[src/rtl/muldiv_pkg.sv]
`default_nettype none
// ============================================================================
// muldiv_pkg : shared encodings and state type for the Ex-stage mul/div unit
// Rev 1.0
// ============================================================================
package muldiv_pkg;

  localparam int ITER_DEFAULT = 32;

  localparam logic [1:0] OP_MULT  = 2'b00;
  localparam logic [1:0] OP_MULTU = 2'b01;
  localparam logic [1:0] OP_DIV   = 2'b10;
  localparam logic [1:0] OP_DIVU  = 2'b11;

  localparam logic [1:0] MT_NONE = 2'b00;
  localparam logic [1:0] MT_LO   = 2'b01;
  localparam logic [1:0] MT_HI   = 2'b10;

  typedef enum logic [1:0] {
    ST_IDLE = 2'd0,
    ST_CALC = 2'd1,
    ST_DONE = 2'd2
  } state_t;

  function automatic logic isSignedOp(input logic [1:0] op);
    return (op == OP_MULT) || (op == OP_DIV);
  endfunction

  function automatic logic isDivOp(input logic [1:0] op);
    return (op == OP_DIV) || (op == OP_DIVU);
  endfunction

endpackage
`default_nettype wire

[src/rtl/muldiv_iter.sv]
`default_nettype none
// ============================================================================
// muldiv_iter : one shift-add multiply or restoring-divide step per cycle
// Rev 1.0
// ============================================================================
module muldiv_iter
  import muldiv_pkg::*;
#(
  parameter int WIDTH = ITER_DEFAULT
) (
  input  logic                 isDiv,
  input  logic [2*WIDTH-1:0]   acc,
  input  logic [WIDTH-1:0]     operand,
  output logic [2*WIDTH-1:0]   accNext,
  output logic                 qBit
);

  logic [WIDTH:0] w_addSum;
  logic [WIDTH:0] w_shRem;
  logic [WIDTH:0] w_trial;

  always_comb begin
    // Multiply: acc = {partial product, remaining multiplier bits}; shift right.
    w_addSum = {1'b0, acc[2*WIDTH-1:WIDTH]} + {1'b0, (acc[0] ? operand : {WIDTH{1'b0}})};
    // Divide: acc = {remainder, remaining dividend bits}; shift left one bit.
    w_shRem  = acc[2*WIDTH-1:WIDTH-1];
    w_trial  = w_shRem - {1'b0, operand};
    qBit     = 1'b0;
    accNext  = {w_addSum, acc[WIDTH-1:1]};
    if (isDiv) begin
      qBit    = ~w_trial[WIDTH];
      // The quotient bit lands in accNext[0]; the caller merges qBit there.
      accNext = {(w_trial[WIDTH] ? w_shRem[WIDTH-1:0] : w_trial[WIDTH-1:0]),
                 acc[WIDTH-2:0], 1'b0};
    end
  end

endmodule
`default_nettype wire

[src/rtl/ex_muldiv_ctrl.sv]
`default_nettype none
// ============================================================================
// ex_muldiv_ctrl : iterative MULT/DIV sequencer owning HI/LO for the Ex stage
// Rev 1.0
// ============================================================================
module ex_muldiv_ctrl
  import muldiv_pkg::*;
#(
  parameter int ITER = ITER_DEFAULT
) (
  input  logic            clk,
  input  logic            rst_n,
  input  logic            StartE,
  input  logic [1:0]      MulDivOpE,
  input  logic [1:0]      MtE,
  input  logic            FlushE,
  input  logic [ITER-1:0] SrcAE,
  input  logic [ITER-1:0] SrcBE,
  output logic            BusyE,
  output logic            DoneE,
  output logic [ITER-1:0] HI,
  output logic [ITER-1:0] LO,
  output logic            DivZeroE
);

  localparam int c_cntW = $clog2(ITER);

  state_t              r_state;
  logic [c_cntW-1:0]   r_count;
  logic [2*ITER-1:0]   r_acc;
  logic [ITER-1:0]     r_operand;
  logic [ITER-1:0]     r_hi;
  logic [ITER-1:0]     r_lo;
  logic                r_isDiv;
  logic                r_negQ;
  logic                r_negR;
  logic                r_divZero;
  logic                r_done;

  logic                w_divOp;
  logic                w_negA;
  logic                w_negB;
  logic [ITER-1:0]     w_absA;
  logic [ITER-1:0]     w_absB;
  logic [2*ITER-1:0]   w_accNext;
  logic                w_qBit;
  logic [2*ITER-1:0]   w_prod;
  logic [ITER-1:0]     w_quot;
  logic [ITER-1:0]     w_rem;
  logic [2*ITER-1:0]   w_result;

  always_comb begin
    w_divOp = isDivOp(MulDivOpE);
    w_negA  = isSignedOp(MulDivOpE) & SrcAE[ITER-1];
    w_negB  = isSignedOp(MulDivOpE) & SrcBE[ITER-1];
    w_absA  = w_negA ? -SrcAE : SrcAE;
    w_absB  = w_negB ? -SrcBE : SrcBE;
  end

  muldiv_iter #(.WIDTH(ITER)) u_iter (
    .isDiv   (r_isDiv),
    .acc     (r_acc),
    .operand (r_operand),
    .accNext (w_accNext),
    .qBit    (w_qBit)
  );

  // Sign fix-up; divide-by-zero keeps {dividend, all-ones} loaded at start.
  always_comb begin
    w_prod = r_negQ ? -r_acc : r_acc;
    w_quot = r_negQ ? -r_acc[ITER-1:0] : r_acc[ITER-1:0];
    w_rem  = r_negR ? -r_acc[2*ITER-1:ITER] : r_acc[2*ITER-1:ITER];
    if (r_divZero)    w_result = r_acc;
    else if (r_isDiv) w_result = {w_rem, w_quot};
    else              w_result = w_prod;
  end

  always_ff @(posedge clk) begin
    if (!rst_n) begin
      r_state   <= ST_IDLE;
      r_count   <= '0;
      r_acc     <= '0;
      r_operand <= '0;
      r_hi      <= '0;
      r_lo      <= '0;
      r_isDiv   <= 1'b0;
      r_negQ    <= 1'b0;
      r_negR    <= 1'b0;
      r_divZero <= 1'b0;
      r_done    <= 1'b0;
    end else if (FlushE) begin
      r_state   <= ST_IDLE;
      r_divZero <= 1'b0;
      r_done    <= 1'b0;
    end else begin
      case (r_state)
        ST_IDLE: begin
          r_done    <= 1'b0;
          r_divZero <= 1'b0;
          if (StartE) begin
            r_isDiv <= w_divOp;
            r_negQ  <= w_negA ^ w_negB;
            r_negR  <= w_negA;
            if (w_divOp && (SrcBE == '0)) begin
              r_acc     <= {SrcAE, {ITER{1'b1}}};
              r_divZero <= 1'b1;
              r_done    <= 1'b1;
              r_state   <= ST_DONE;
            end else begin
              r_acc     <= {{ITER{1'b0}}, (w_divOp ? w_absA : w_absB)};
              r_operand <= w_divOp ? w_absB : w_absA;
              r_count   <= c_cntW'(ITER - 1);
              r_state   <= ST_CALC;
            end
          end else if (MtE == MT_LO) begin
            r_lo <= SrcAE;
          end else if (MtE == MT_HI) begin
            r_hi <= SrcAE;
          end
        end
        ST_CALC: begin
          r_acc <= w_accNext | {{(2*ITER-1){1'b0}}, w_qBit};
          if (r_count == '0) begin
            r_state <= ST_DONE;
            r_done  <= 1'b1;
          end else begin
            r_count <= r_count - c_cntW'(1);
          end
        end
        ST_DONE: begin
          {r_hi, r_lo} <= w_result;
          r_state      <= ST_IDLE;
          r_done       <= 1'b0;
          r_divZero    <= 1'b0;
        end
        default: r_state <= ST_IDLE;
      endcase
    end
  end

  // A flush arriving in DONE suppresses the completion pulse for that cycle.
  assign BusyE    = ((r_state == ST_IDLE) & StartE & ~FlushE) | (r_state == ST_CALC);
  assign DoneE    = r_done & ~FlushE;
  assign DivZeroE = r_divZero & ~FlushE;
  assign HI       = r_hi;
  assign LO       = r_lo;

endmodule
`default_nettype wire
[config.mk]
export PLATFORM = sky130hd
export DESIGN_NAME = ex_muldiv_ctrl
export DESIGN_NICKNAME = d
export VERILOG_FILES = /design/src/rtl/muldiv_pkg.sv /design/src/rtl/muldiv_iter.sv /design/src/rtl/ex_muldiv_ctrl.sv
export SDC_FILE = /design/constraint.sdc
export NUM_CORES = 1
export LEC_CHECK = 0
export BUFFER_PORTS_ARGS = -buffer_cell sky130_fd_sc_hd__buf_4
export CAP_MARGIN = 20
export CORE_MARGIN = 4
export CORE_UTILIZATION = 45
export DETAILED_ROUTE_END_ITERATION = 16
export PLACE_DENSITY_LB_ADDON = 0.25
export SETUP_SLACK_MARGIN = 0.5
export SLEW_MARGIN = 20
export SYNTH_ARGS = -nofsm -noshare
export SYNTH_HDL_FRONTEND = slang
export SYNTH_SLANG_ARGS = --single-unit
[constraint.sdc]
create_clock -name clk -period 7.3 [get_ports clk]
set_input_delay 1.46 -clock clk [delete_from_list [all_inputs] [get_ports clk]]
set_output_delay 1.46 -clock clk [all_outputs]
set_load 0.01 [all_outputs]
==> metrics.md <==
| Metric | Value |
|---|---|
| Outcome | `complete, no violations` |
| Crit path launch type | `flip-flop` |
| Slowest CP cell | `dfxtp_1` |
| First-pass GRT wire length | `93,300 um` |
| Post-Syn Area | `0.0153 mm^2` |
| Worst reg-to-reg path cell count | `13` |
| Hold buffer count at CTS | `0` |
| Layout cell share with drive strength beyond 1 | `0.112` |
| # port buffers | `138` |
| Routability cong. | `0.998` |
| Post-synth top flop | `dfxtp_1` |
| Final antenna-violating net count | `0` |
| Static leakage | `6.82 nW` |
| Seq cells post-synth | `172` |
| Routed met1 length | `26,000 um` |
| Clock Sink Count | `172` |
| Avg Inst Size Synth | `7.17 um^2` |
| Crit path capture | `r_acc[55]$_SDFFE_PN0P_` |
| Top Layer Used | `met4` |
| CTS resizes | `0` |
| Area Overhead vs Synth | `12.6%` |
| Routed vias/inst | `6.44` |
| H-tree Lvls | `4` |
| WL/cell | `23.8 um` |
| DR pass1 iterations | `6` |
| Crit path DAT | `4.98 ns` |
| Clock power frac | `0.311` |
| Power Density | `188 mW/mm^2` |
| Setup Skew | `0.0163 ns` |
| R2R setup slack | `2.64 ns` |
| Detailed placement HPWL | `48,000 um` |
| CTS Root Cell | `clkbuf_16` |
| Launching point of the worst reg2reg path | `r_acc[31]$_SDFFE_PN0P_` |
| Net Sw Frac | `0.407` |
| Top-area cell type share of the netlist area | `0.225` |
| Unrepaired setup endpoints after global routing | `false` |
| All-layer global routing usage | `0.329` |
| Clock tree from TritonCTS | `built` |
| Clk_lat worst skew | `0.46 ns` |
| Final WL | `62,900 um` |
| Max-Slew Margin vs Limit | `0.236` |
| Fin Setup TNS | `0 ns` |
| Initial core utilization | `0.457` |
| Final Hold Viols | `0` |
| Synth area leaders | `dfxtp_1, a21oi_1, ha_1, nor2_1, xnor2_1` |
| Worst slew pin tran | `1.14 ns` |
| Post-Syn Instances | `2,136` |
| DR WL met2 | `26,300 um` |
| Worst path required time | `7.62 ns` |
| Post-synth cell types | `86` |
| Gate power share | `0.359` |
| Nets | `2,332` |
| Max cap viols | `0` |
| Worst flop-to-flop path endpoint | `r_acc[55]$_SDFFE_PN0P_` |
| Die height | `193 um` |
| Crit-path max FO | `12` |
| Min Tclk post-route | `4.66 ns` |
| Die area | `0.0371 mm^2` |
| Vias after detailed routing | `17,000` |
| Postcts setup bufs | `0` |
| Synth Net Count | `2,283` |
| Die outline width | `193 um` |
| CTS clk-pin slew, worst paths | `0.08 ns` |
| Post-synth ARST share | `0` |
| Crit path kind | `reg2reg` |
| Final Util | `0.514` |
| TritonCTS buffer count | `17` |
| Clk buf depth | `2` |
| DR iter-0 viols | `2,132` |
| Fin. max-slew vios | `0` |
| Switch Pwr | `1.32 mW` |
| Flop pwr share | `0.329` |
| Setup violators final | `0` |
| Synth area leader | `dfxtp_1` |
| Int Pwr | `1.92 mW` |
| Max Fclk | `0.215 GHz` |
| Post-route DRC | `0` |
| Worst Hold Class | `reg2reg` |
| Syn. warnings | `0` |
| DR WL met3 | `7140 um` |
| Largest net degree at the start of global routing | `105` |
| Maximum vdd ir drop | `0.153 mV` |
| Vias in the first global route | `15,500` |
| Crit. End Element | `flip-flop` |
| GR Overflow Total | `0` |
| Fin crit share | `0.638` |
| Crit. Startpoint | `r_acc[31]$_SDFFE_PN0P_` |
| # diodes | `0` |
| Sequential area share after synthesis | `0.225` |
| Crit path cell chain | `inv_1 > ha_1 > fa_1 > nand2b_1 > a21oi_1 > o21ai_0 > o21ai_1 > a41o_1 > nor3_1 > nor2_1 > buf_4 > mux2i_1 > o32ai_1` |
| Post-synth EDFFs | `0` |
| Antenna violations before repair | `1` |
| Io pins | `139` |
| Fillers | `3,355` |
| Slowest cell delay on critical path | `0.64 ns` |
| Core area | `0.0335 mm^2` |
| # rows | `67` |
-- cells in the final DEF, fill, tap and decap left out, drive strengths merged, types with 21 or more instances in the layout --
cell / Yosys / routed
mux2i: 60 / 60
o31ai: 33 / 33
xnor2: 96 / 96
or3: 25 / 25
a21o: 37 / 37
nor2: 241 / 241
a21oi: 281 / 281
xor2: 72 / 72
nor4: 21 / 21
dfxtp: 172 / 172
inv: 74 / 79
nand2: 214 / 214
nor3: 39 / 39
o21ai: 161 / 161
o211ai: 24 / 24
ha: 73 / 73
nand2b: 21 / 21
a31oi: 33 / 33
nand3: 35 / 35
a211oi: 60 / 60
a221oi: 21 / 21
buf: 21 / 163
-- metrics by stage --
| step | power [mW] | cell area [um^2] | cells | hold slack [ns] | worst slack [ns] |
|---|---|---|---|---|---|
| final | 3.25 | 17200 | 2646 | 0.454 | 2.64 |
| after global routing | 3.38 | 17200 | 2646 | 0.475 | 2.58 |
| after CTS | 3.21 | 17200 | 2644 | 0.459 | 2.84 |
| after detailed placement | 2.21 | 16600 | 2612 | 0.443 | 2.43 |
| after global placement | 2.20 | 16600 | 2612 | 0.434 | 2.43 |
| after floorplan | 1.82 | 15300 | 2136 | 0.432 | 3.39 |
-- Yosys cell counts, drive strengths merged, types with 13 or more instances --
cell type	n
a211oi	60
a21o	37
a21oi	281
a221oi	21
a31oi	33
and3	13
buf	21
clkbuf	113
dfxtp	172
ha	73
inv	74
mux2i	60
nand2	214
nand2b	21
nand3	35
nor2	241
nor2b	13
nor3	39
nor4	21
o211ai	24
o21ai	161
o31ai	33
o41ai	20
or3	25
xnor2	96
xor2	72
-- kinds of logic after synthesis --
| family | count (synthesis) | share of synthesized area |
|---|---|---|
| AOI/OAI and AO/OA | 768 | 0.315 |
| and+or+nand+nor | 684 | 0.209 |
| buffers and inverters | 209 | 0.0544 |
| DFF | 172 | 0.225 |
| xor gates and xnor gates | 168 | 0.0961 |
| adders and majority gates | 75 | 0.0622 |
| muxes | 60 | 0.0392 |
-- critical path: cells and delay by family (launching register included) --
| kind | cells | cell delay [ns] |
|---|---|---|
| flops | 1 | 0.64 |
| buf+inv | 2 | 0.59 |
| compound gates | 5 | 1.47 |
| fa+ha+maj | 2 | 0.68 |
| mux | 1 | 0.39 |
| simple gates | 3 | 0.75 |
-- final cells by class --
cell class,count,area [um^2],share of cell area
inverter,75,282,0.0163
clock buffer,17,425,0.0247
timing repair buffer,164,1230,0.0712
multi-input combinational,1755,11100,0.642
sequential,172,3440,0.200
clock inverter,15,226,0.0131
tap,448,561,0.0325
-- power by group through the flow --
stage	clock network [mW]	logic [mW]	registers, mW
after floorplan	0	0.766	1.05
after global placement	0	1.12	1.08
after detailed placement	0	1.13	1.08
after CTS	1.02	1.13	1.06
after global routing	1.05	1.26	1.07
final	1.01	1.17	1.07
-- state kept, by name, indices dropped and copies added (netlist names) --
register,count
r_acc,64
HI,32
LO,32
r_operand,32
r_count,5
r_state,2
r_divZero,1
r_done,1
r_isDiv,1
r_negQ,1
r_negR,1
-- how the worst min path moves through the flow --
stage / from / end / cells past startpoint
6_report: HI[19]$_SDFFE_PN0P_ / HI[19]$_SDFFE_PN0P_ / 1
3_3_place_gp: HI[19]$_SDFFE_PN0P_ / HI[19]$_SDFFE_PN0P_ / 1
3_5_place_dp: HI[5]$_SDFFE_PN0P_ / HI[5]$_SDFFE_PN0P_ / 1
4_1_cts: r_operand[6]$_SDFFE_PN0P_ / r_operand[6]$_SDFFE_PN0P_ / 2
2_1_floorplan: r_operand[6]$_SDFFE_PN0P_ / r_operand[6]$_SDFFE_PN0P_ / 2
5_1_grt: HI[21]$_SDFFE_PN0P_ / HI[21]$_SDFFE_PN0P_ / 1
-- layer usage --
metal | global-route usage | up-vias
li1 | - | 7893
met1 | 0.449 | 8057
met2 | 0.491 | 942
met3 | 0.0704 | 152
met4 | 0.159 | 0
met5 | 0 | -
(Power assumes the default switching activity.)
